<file path="config.mk">
export PLATFORM = sky130hd
export DESIGN_NAME = zintack
export DESIGN_NICKNAME = d
export VERILOG_FILES = /design/src/rtl/zintack.sv
export SDC_FILE = /design/constraint.sdc
export NUM_CORES = 1
export LEC_CHECK = 0
export BUFFER_PORTS_ARGS = -buffer_cell sky130_fd_sc_hd__buf_2
export CAP_MARGIN = 20
export CELL_PAD_IN_SITES_DETAIL_PLACEMENT = 1
export CELL_PAD_IN_SITES_GLOBAL_PLACEMENT = 1
export CORE_MARGIN = 2
export CORE_UTILIZATION = 42
export CTS_CLUSTER_SIZE = 20
export DETAILED_ROUTE_END_ITERATION = 10
export PLACE_DENSITY = 0.76
export SETUP_SLACK_MARGIN = 0.1
export SYNTH_ARGS = -nofsm -noshare
export SYNTH_HDL_FRONTEND = slang
export SYNTH_SLANG_ARGS = --single-unit
</file>
<file path="constraint.sdc">
create_clock -name clk -period 2.6 [get_ports clk]
set_input_delay 0.52 -clock clk [delete_from_list [all_inputs] [get_ports clk]]
set_output_delay 0.52 -clock clk [all_outputs]
set_load 0.01 [all_outputs]
</file>
<file path="src/rtl/zintack.sv">
// zintack: Z80 interrupt-acknowledge and RETI detector.
// Synchronizes the asynchronous Z80 strobes and drives the IM2 vector
// during acknowledge. It pulses reti when an ED 4D opcode pair is fetched
// and counts the acknowledge cycles it has seen.
module zintack (
    input  logic       clk,
    input  logic       res_n,
    input  logic       m1_n,
    input  logic       iorq_n,
    input  logic       mreq_n,
    input  logic       rd_n,
    input  logic [7:0] din,
    input  logic [7:0] im2vect,
    output logic       intack,
    output logic [7:0] vout,
    output logic       vout_oe,
    output logic       reti,
    output logic [7:0] ack_cnt
);

    typedef enum logic [1:0] {IDLE, ACK, HOLD} ack_state_t;
    typedef enum logic       {R_IDLE, R_ED}    reti_state_t;

    localparam logic [7:0] OP_ED = 8'hED;
    localparam logic [7:0] OP_4D = 8'h4D;

    // Strobe vector order: {m1_n, iorq_n, mreq_n, rd_n}
    logic [3:0]  strb_p0, strb_p1;
    logic        s_m1_n, s_iorq_n, s_mreq_n, s_rd_n;
    logic [7:0]  din_p0, din_p1, fetch_byte;
    logic        f, f_p1, fetch_done;
    ack_state_t  ack_state, ack_state_nx;
    logic        ack_start;
    reti_state_t reti_state, reti_state_nx;
    logic        reti_nx;

    assign s_m1_n   = strb_p1[3];
    assign s_iorq_n = strb_p1[2];
    assign s_mreq_n = strb_p1[1];
    assign s_rd_n   = strb_p1[0];

    // Two-flop synchronizers; reset to the inactive (high) level
    always_ff @(posedge clk or negedge res_n) begin
        if (!res_n) begin
            strb_p0 <= 4'b1111;
            strb_p1 <= 4'b1111;
        end else begin
            strb_p0 <= {m1_n, iorq_n, mreq_n, rd_n};
            strb_p1 <= strb_p0;
        end
    end

    // Data delay matching the synchronizer depth; capture the opcode while fetching
    always_ff @(posedge clk) begin
        din_p0 <= din;
        din_p1 <= din_p0;
        if (f) fetch_byte <= din_p1;
    end

    // An IORQ together with M1 is an acknowledge and never a fetch, even when MREQ is also low
    assign f          = !s_m1_n && !s_mreq_n && !s_rd_n && s_iorq_n;
    assign fetch_done = f_p1 && !f;

    // Previous-cycle fetch strobe for falling-edge detection
    always_ff @(posedge clk or negedge res_n) begin
        if (!res_n) f_p1 <= 1'b0;
        else        f_p1 <= f;
    end

    // Acknowledge FSM state register
    always_ff @(posedge clk or negedge res_n) begin
        if (!res_n) ack_state <= IDLE;
        else        ack_state <= ack_state_nx;
    end

    // Acknowledge FSM next-state; HOLD must return to IDLE before a new ACK
    always_comb begin
        ack_state_nx = ack_state;
        ack_start    = 1'b0;
        case (ack_state)
            IDLE: if (!s_m1_n && !s_iorq_n) begin
                ack_state_nx = ACK;
                ack_start    = 1'b1;
            end
            ACK:  ack_state_nx = HOLD;
            HOLD: if (s_iorq_n || s_m1_n) ack_state_nx = IDLE;
            default: ack_state_nx = IDLE;
        endcase
    end

    // Latch the vector and count on entry to ACK only
    always_ff @(posedge clk or negedge res_n) begin
        if (!res_n) begin
            vout    <= 8'h00;
            ack_cnt <= 8'h00;
        end else if (ack_start) begin
            vout    <= im2vect;
            ack_cnt <= ack_cnt + 8'd1;
        end
    end

    assign intack  = (ack_state != IDLE);
    assign vout_oe = intack;

    // RETI FSM state and registered pulse
    always_ff @(posedge clk or negedge res_n) begin
        if (!res_n) begin
            reti_state <= R_IDLE;
            reti       <= 1'b0;
        end else begin
            reti_state <= reti_state_nx;
            reti       <= reti_nx;
        end
    end

    // RETI FSM next-state; only completed M1 opcode fetches advance it
    always_comb begin
        reti_state_nx = reti_state;
        reti_nx       = 1'b0;
        if (fetch_done) begin
            case (reti_state)
                R_IDLE: if (fetch_byte == OP_ED) reti_state_nx = R_ED;
                R_ED: begin
                    if (fetch_byte == OP_ED) begin
                        reti_state_nx = R_ED;
                    end else begin
                        reti_state_nx = R_IDLE;
                        reti_nx       = (fetch_byte == OP_4D);
                    end
                end
                default: reti_state_nx = R_IDLE;
            endcase
        end
    end

endmodule

</file>
Word-level counts from Yosys, hierarchy flattened
Index checks and enable logic that the tools add are counted.
{"block": "totals", "n_memories": 0, "input_bits": 22, "ff_bits": 53, "wordCells": 41, "ramBits": 0, "output_inout_bits": 19, "latchBits": 0, "mem_bits_ro": 0}
{"block": "classes", "div_mod_pow": 0, "n_mux": 9, "add_sub_neg": 1, "multipliers": 0, "reduce_logical": 14, "magnitude_cmp": 0, "bitwise": 0, "n_eq_ne": 6, "n_shift": 0}
{"cell": "adder 8 x 1 -> 8 bit, second input constant", "count": 1}
{"cell": "== test 8 x 7 -> 1 bit, second input constant", "count": 1}
{"cell": "== test 8 bit, second input constant", "count": 1}
{"cell": "2-to-1 mux 1 bit", "count": 6}
{"cell": "one-hot mux 2 bit (3 select lines)", "count": 1}
{"cell": "logical AND 1 bit", "count": 5}
{"cell": "zero test 1 bit", "count": 5}
{"cell": "2-to-1 mux 2 bit", "count": 2}
{"cell": "inequality test 2 bit, second input constant", "count": 2}
{"cell": "== test 2 x 1 -> 1 bit, second input constant", "count": 1}
{"cell": "== test 2 bit, second input constant", "count": 1}
{"cell": "zero test 2 bit", "count": 1}
{"cell": "AND reduction 2 bit", "count": 1}
{"cell": "nonzero test 2 bit", "count": 1}
{"cell": "logical OR 1 bit", "count": 1}

Logic depth before layout (Yosys ltp)
{"block": "logic_depth", "depth_word": 7, "ltp_mapped": 6, "depth_no_buf": 4}

Worst setup path before layout
Ideal clock, no wire load.
{"block": "synth_path", "kind": "flip-flop to flip-flop", "from": "register strb_p1[2]", "to": "register reti_state", "t_arrival_ns": 2.118, "n_path_buf": 0, "path_stages_with_launch": 4, "t_required_ns": 2.475, "path_slack_ns": 0.357, "setup_ns": 0.125, "period_less_slack_ns": 2.243, "path_cell_list": "dfstp_2 > nor4b_1 > nand2b_1 > mux2_2"}
{"block": "synth_via", "elab_chain_len": 3}
{"element": "from (decl)", "line": "28", "rtl": "logic [3:0] strb_p0, strb_p1;"}
{"element": "from (signal assigned)", "line": "49", "rtl": "strb_p1 <= strb_p0;"}
{"element": "logical AND 1 bit", "line": "61", "rtl": "assign f = !s_m1_n && !s_mreq_n && !s_rd_n && s_iorq_n;"}
{"element": "net f", "line": "31", "rtl": "logic f, f_p1, fetch_done;"}
{"element": "zero test 1 bit", "line": "62", "rtl": "assign fetch_done = f_p1 && !f;"}
{"element": "logical AND 1 bit", "line": "62"}
{"element": "to (signal assigned)", "line": "111", "rtl": "reti_state <= reti_state_nx;"}
{"element": "to (decl)", "line": "34", "rtl": "reti_state_t reti_state, reti_state_nx;"}
The timed path passes the listed nets, and every way through them passes these cells.
A chain may end at the register's enable or synchronous reset.

Worst setup path after layout
{"block": "layout_path", "from": "register ack_state[1]", "to": "register vout[3]"}
{"block": "layout_via", "elab_chain_len": 2}
{"element": "from (decl)", "line": "32", "rtl": "ack_state_t ack_state, ack_state_nx;"}
{"element": "from (signal assigned)", "line": "73", "rtl": "else ack_state <= ack_state_nx;"}
{"element": "zero test 2 bit", "line": "80", "rtl": "case (ack_state)"}
{"element": "2-to-1 mux 1 bit", "line": "80"}
{"element": "to (signal assigned)", "line": "97", "rtl": "vout <= im2vect;"}
{"element": "to (decl)", "line": "15", "rtl": "output logic [7:0] vout,"}
Every way passes these cells.

==> results.sh <==
export IMPL_cts_root_buf="clkbuf_8"
export IMPL_worst_pin_slew_ns=0.632
export IMPL_multi_input_area_um2=348
export IMPL_areaGrowthSynthToFinish_pct=20.2
export IMPL_drc_errors=0
export IMPL_critPathKind="flop to flop"
export IMPL_via_per_inst=4.77
export IMPL_yosysMostFrequentCell="dfrtp_1"
export IMPL_critPathLaunchType="flop"
export IMPL_slew_headroom=0.579
export IMPL_cap_violations=0
export IMPL_track_usage=0.160
export IMPL_firstDrtPassIters=2
export IMPL_grt_overflow=0
export IMPL_fill_cells=399
export IMPL_synthFlopType="dfrtp_1"
export IMPL_synth_seq_cells=53
export IMPL_cts_tree="yes"
export IMPL_final_nets=166
export IMPL_clkPwrFrac=0.273
export IMPL_cts_sinks=53
export IMPL_grt_pass1_wl_um=5040
export IMPL_worstSetupEndpointType="flop"
export IMPL_power_density_nw_per_um2=861
export IMPL_internal_power_mw=1.25
export IMPL_p_seq_frac=0.582
export IMPL_arrival_ns=1.94
export IMPL_rsz0062_at_grt="no"
export IMPL_avgSynthCellArea_um2=17.1
export IMPL_switchingPower_uw=479
export IMPL_dp_cells=184
export IMPL_synthArstFlopShare=0.547
export IMPL_fin_crit_ns=1.73
export IMPL_die_h_um=67.1
export IMPL_io_buffers=40
export IMPL_core_um2=3740
export IMPL_leakagePower_nw=0.908
export IMPL_cts_resized=0
export IMPL_tns_ns=0
export IMPL_drive_gt1_frac=0.514
export IMPL_ff_latch_area_um2=1300
export IMPL_rows=22
export IMPL_cts_reportedPaths_clkPinSlew_ns=0.10
export IMPL_ys_types=26
export IMPL_post_cts_buffers=0
export IMPL_cts_hold_buf=0
export IMPL_p_sw_frac=0.277
export IMPL_grt_pass1_vias=1030
export IMPL_critical_path_max_fanout=12
export IMPL_ys_seq_area_frac=0.775
export IMPL_hold_viol_final=0
export IMPL_synth_common_cells="dfrtp_1 (21), dfxtp_1 (16), mux2_2 (10)"
export IMPL_synth_edf_count=8
export IMPL_syn_inst=98
export IMPL_numCtsBuffers=5
export IMPL_ys_top_cells_by_area="dfrtp_1 (31%), dfxtp_1 (19%), edfxtp_1 (14%)"
export IMPL_stdcell_count=192
export IMPL_synth_top_area_frac=0.314
export IMPL_holdWs_ns=0.220
export IMPL_vias=915
export IMPL_netlist_area_um2=1670
export IMPL_combPwrFrac=0.145
export IMPL_antenna_cells=0
export IMPL_drtIter0Drc=29
export IMPL_cp_data_required_time_ns=2.81
export IMPL_clkLatencyLatePin_ns=0.31
export IMPL_htree_num_levels=2
export IMPL_ios=41
export IMPL_status="complete, no violations"
export IMPL_fin_skew_ns=0.00492
export IMPL_place_congestion=0.668
export IMPL_finalSetupViolations=0
export IMPL_power_mw=1.73
export IMPL_dp_hpwl_um=2110
export IMPL_initial_core_util=0.447
export IMPL_postLayoutCoreUtil=0.537
export IMPL_fmax_mhz=578
export IMPL_fp_dieW_um=67.1
export IMPL_wl_per_cell_um=15.7
export IMPL_syn_nets=121
export IMPL_ir_drop_mv=0.511
export IMPL_period_share=0.666
export IMPL_yosys_area_top_type="dfrtp_1"
export IMPL_antenna_found_initial=0
export IMPL_yosysWarnings=0
export IMPL_die_area_um2=4500
export IMPL_hp_class="input pin to asynchronous set/reset pin"
export IMPL_grt_max_degree=30
export IMPL_ant_nets=0
export IMPL_wirelength_um=3020
export IMPL_final_max_slew_viol_count=0
export IMPL_cts_buffer_depth=2
==> state kept, by name (all words and copies together), names as in the netlist <==
register and cells:
ack_cnt 8, ack_state 2, din_p0 8, din_p1 8
f_p1 1, fetch_byte 8, reti 1, reti_state 1
strb_p0 4, strb_p1 4, vout 8
==> cells by family (layout without fill, tap and decap cells) <==
| kind of cell | count (synthesis) | count (layout) | synth area share |
|---|---|---|---|
| flops | 53 | 53 | 0.775 |
| xor+xnor | 7 | 7 | 0.0412 |
| fa+ha+maj | 1 | 1 | 0.00748 |
| simple gates | 23 | 23 | 0.0883 |
| buf+inv | 4 | 50 | 0.0202 |
| mux | 10 | 10 | 0.0674 |
==> cell type report <==
type,instances,area share
Sequential cell,53,0.645
Multi-Input combinational cell,41,0.173
Timing Repair Buffer,41,0.103
Clock buffer,5,0.0342
Tap cell,48,0.0299
Clock inverter,3,0.0125
Inverter,1,0.00187
==> metal layers <==
| layer | GRT usage | up-vias | share of wire | wire (um) |
|---|---|---|---|---|
| li1 | - | 425 | - | - |
| met1 | 0.183 | 452 | 0.39 | 1180 |
| met2 | 0.276 | 32 | 0.54 | 1630 |
| met3 | 0.0507 | 6 | 0.053 | 159 |
| met4 | 0.0612 | 0 | 0.016 | 49 |
| met5 | 0 | - | 0 | 0 |
==> per-stage QoR <==
step | instance area (um2) | setup slack [ns]
floorplan | 1670 | 0.357
global placement | 1920 | 0.942
detailed placement | 1920 | 0.875
CTS | 2010 | 0.848
global route | 2010 | 0.781
finish | 2010 | 0.869
==> power groups by stage <==
stage | Clock (mW) | Sequential, mW | Combinational (mW)
4_1_cts | 0.490 | 1.01 | 0.258
3_5_place_dp | 0 | 1.02 | 0.246
3_3_place_gp | 0 | 1.01 | 0.237
2_1_floorplan | 0 | 1.04 | 0.103
6_report | 0.473 | 1.01 | 0.251
5_1_grt | 0.530 | 1.02 | 0.280
==> path summary, 6_finish.rpt <==
| path | from | end | slack [ns] | depth (start not counted) |
|---|---|---|---|---|
| worst max-delay path | ack_state[1] | vout[3] | 0.87 | 3 |
| worst min-delay path | res_n | reti | 0.22 | 1 |
| worst max register to register | ack_state[1] | vout[3] | 0.87 | 3 |
| worst min register to register | din_p0[6] | din_p1[6] | 0.33 | 0 |
| max in group asynchronous | res_n | ack_cnt[0] | 1.98 | 1 |
| min in group clk | m1_n | strb_p0[3] | 0.30 | 1 |
==> critical path: stages, from the launching register on <==
cell,delay [ns]
dfrtp_1,0.42
or4_4,0.61
inv_2,0.23
mux2_2,0.36
==> placed cells by master, fill, tap and decap left out, types with 2 or more instances in the layout <==
master,count
xor2_1,3
clkbuf_8,5
nor3_1,2
xnor2_1,3
buf_2,40
dfrtp_1,21
dfxtp_1,16
edfxtp_1,8
nand3_1,2
nand4b_1,2
mux2_2,10
dfstp_2,8
nor2_1,2
nand2_1,6
Note: power is estimated with default switching activity, not from simulation.
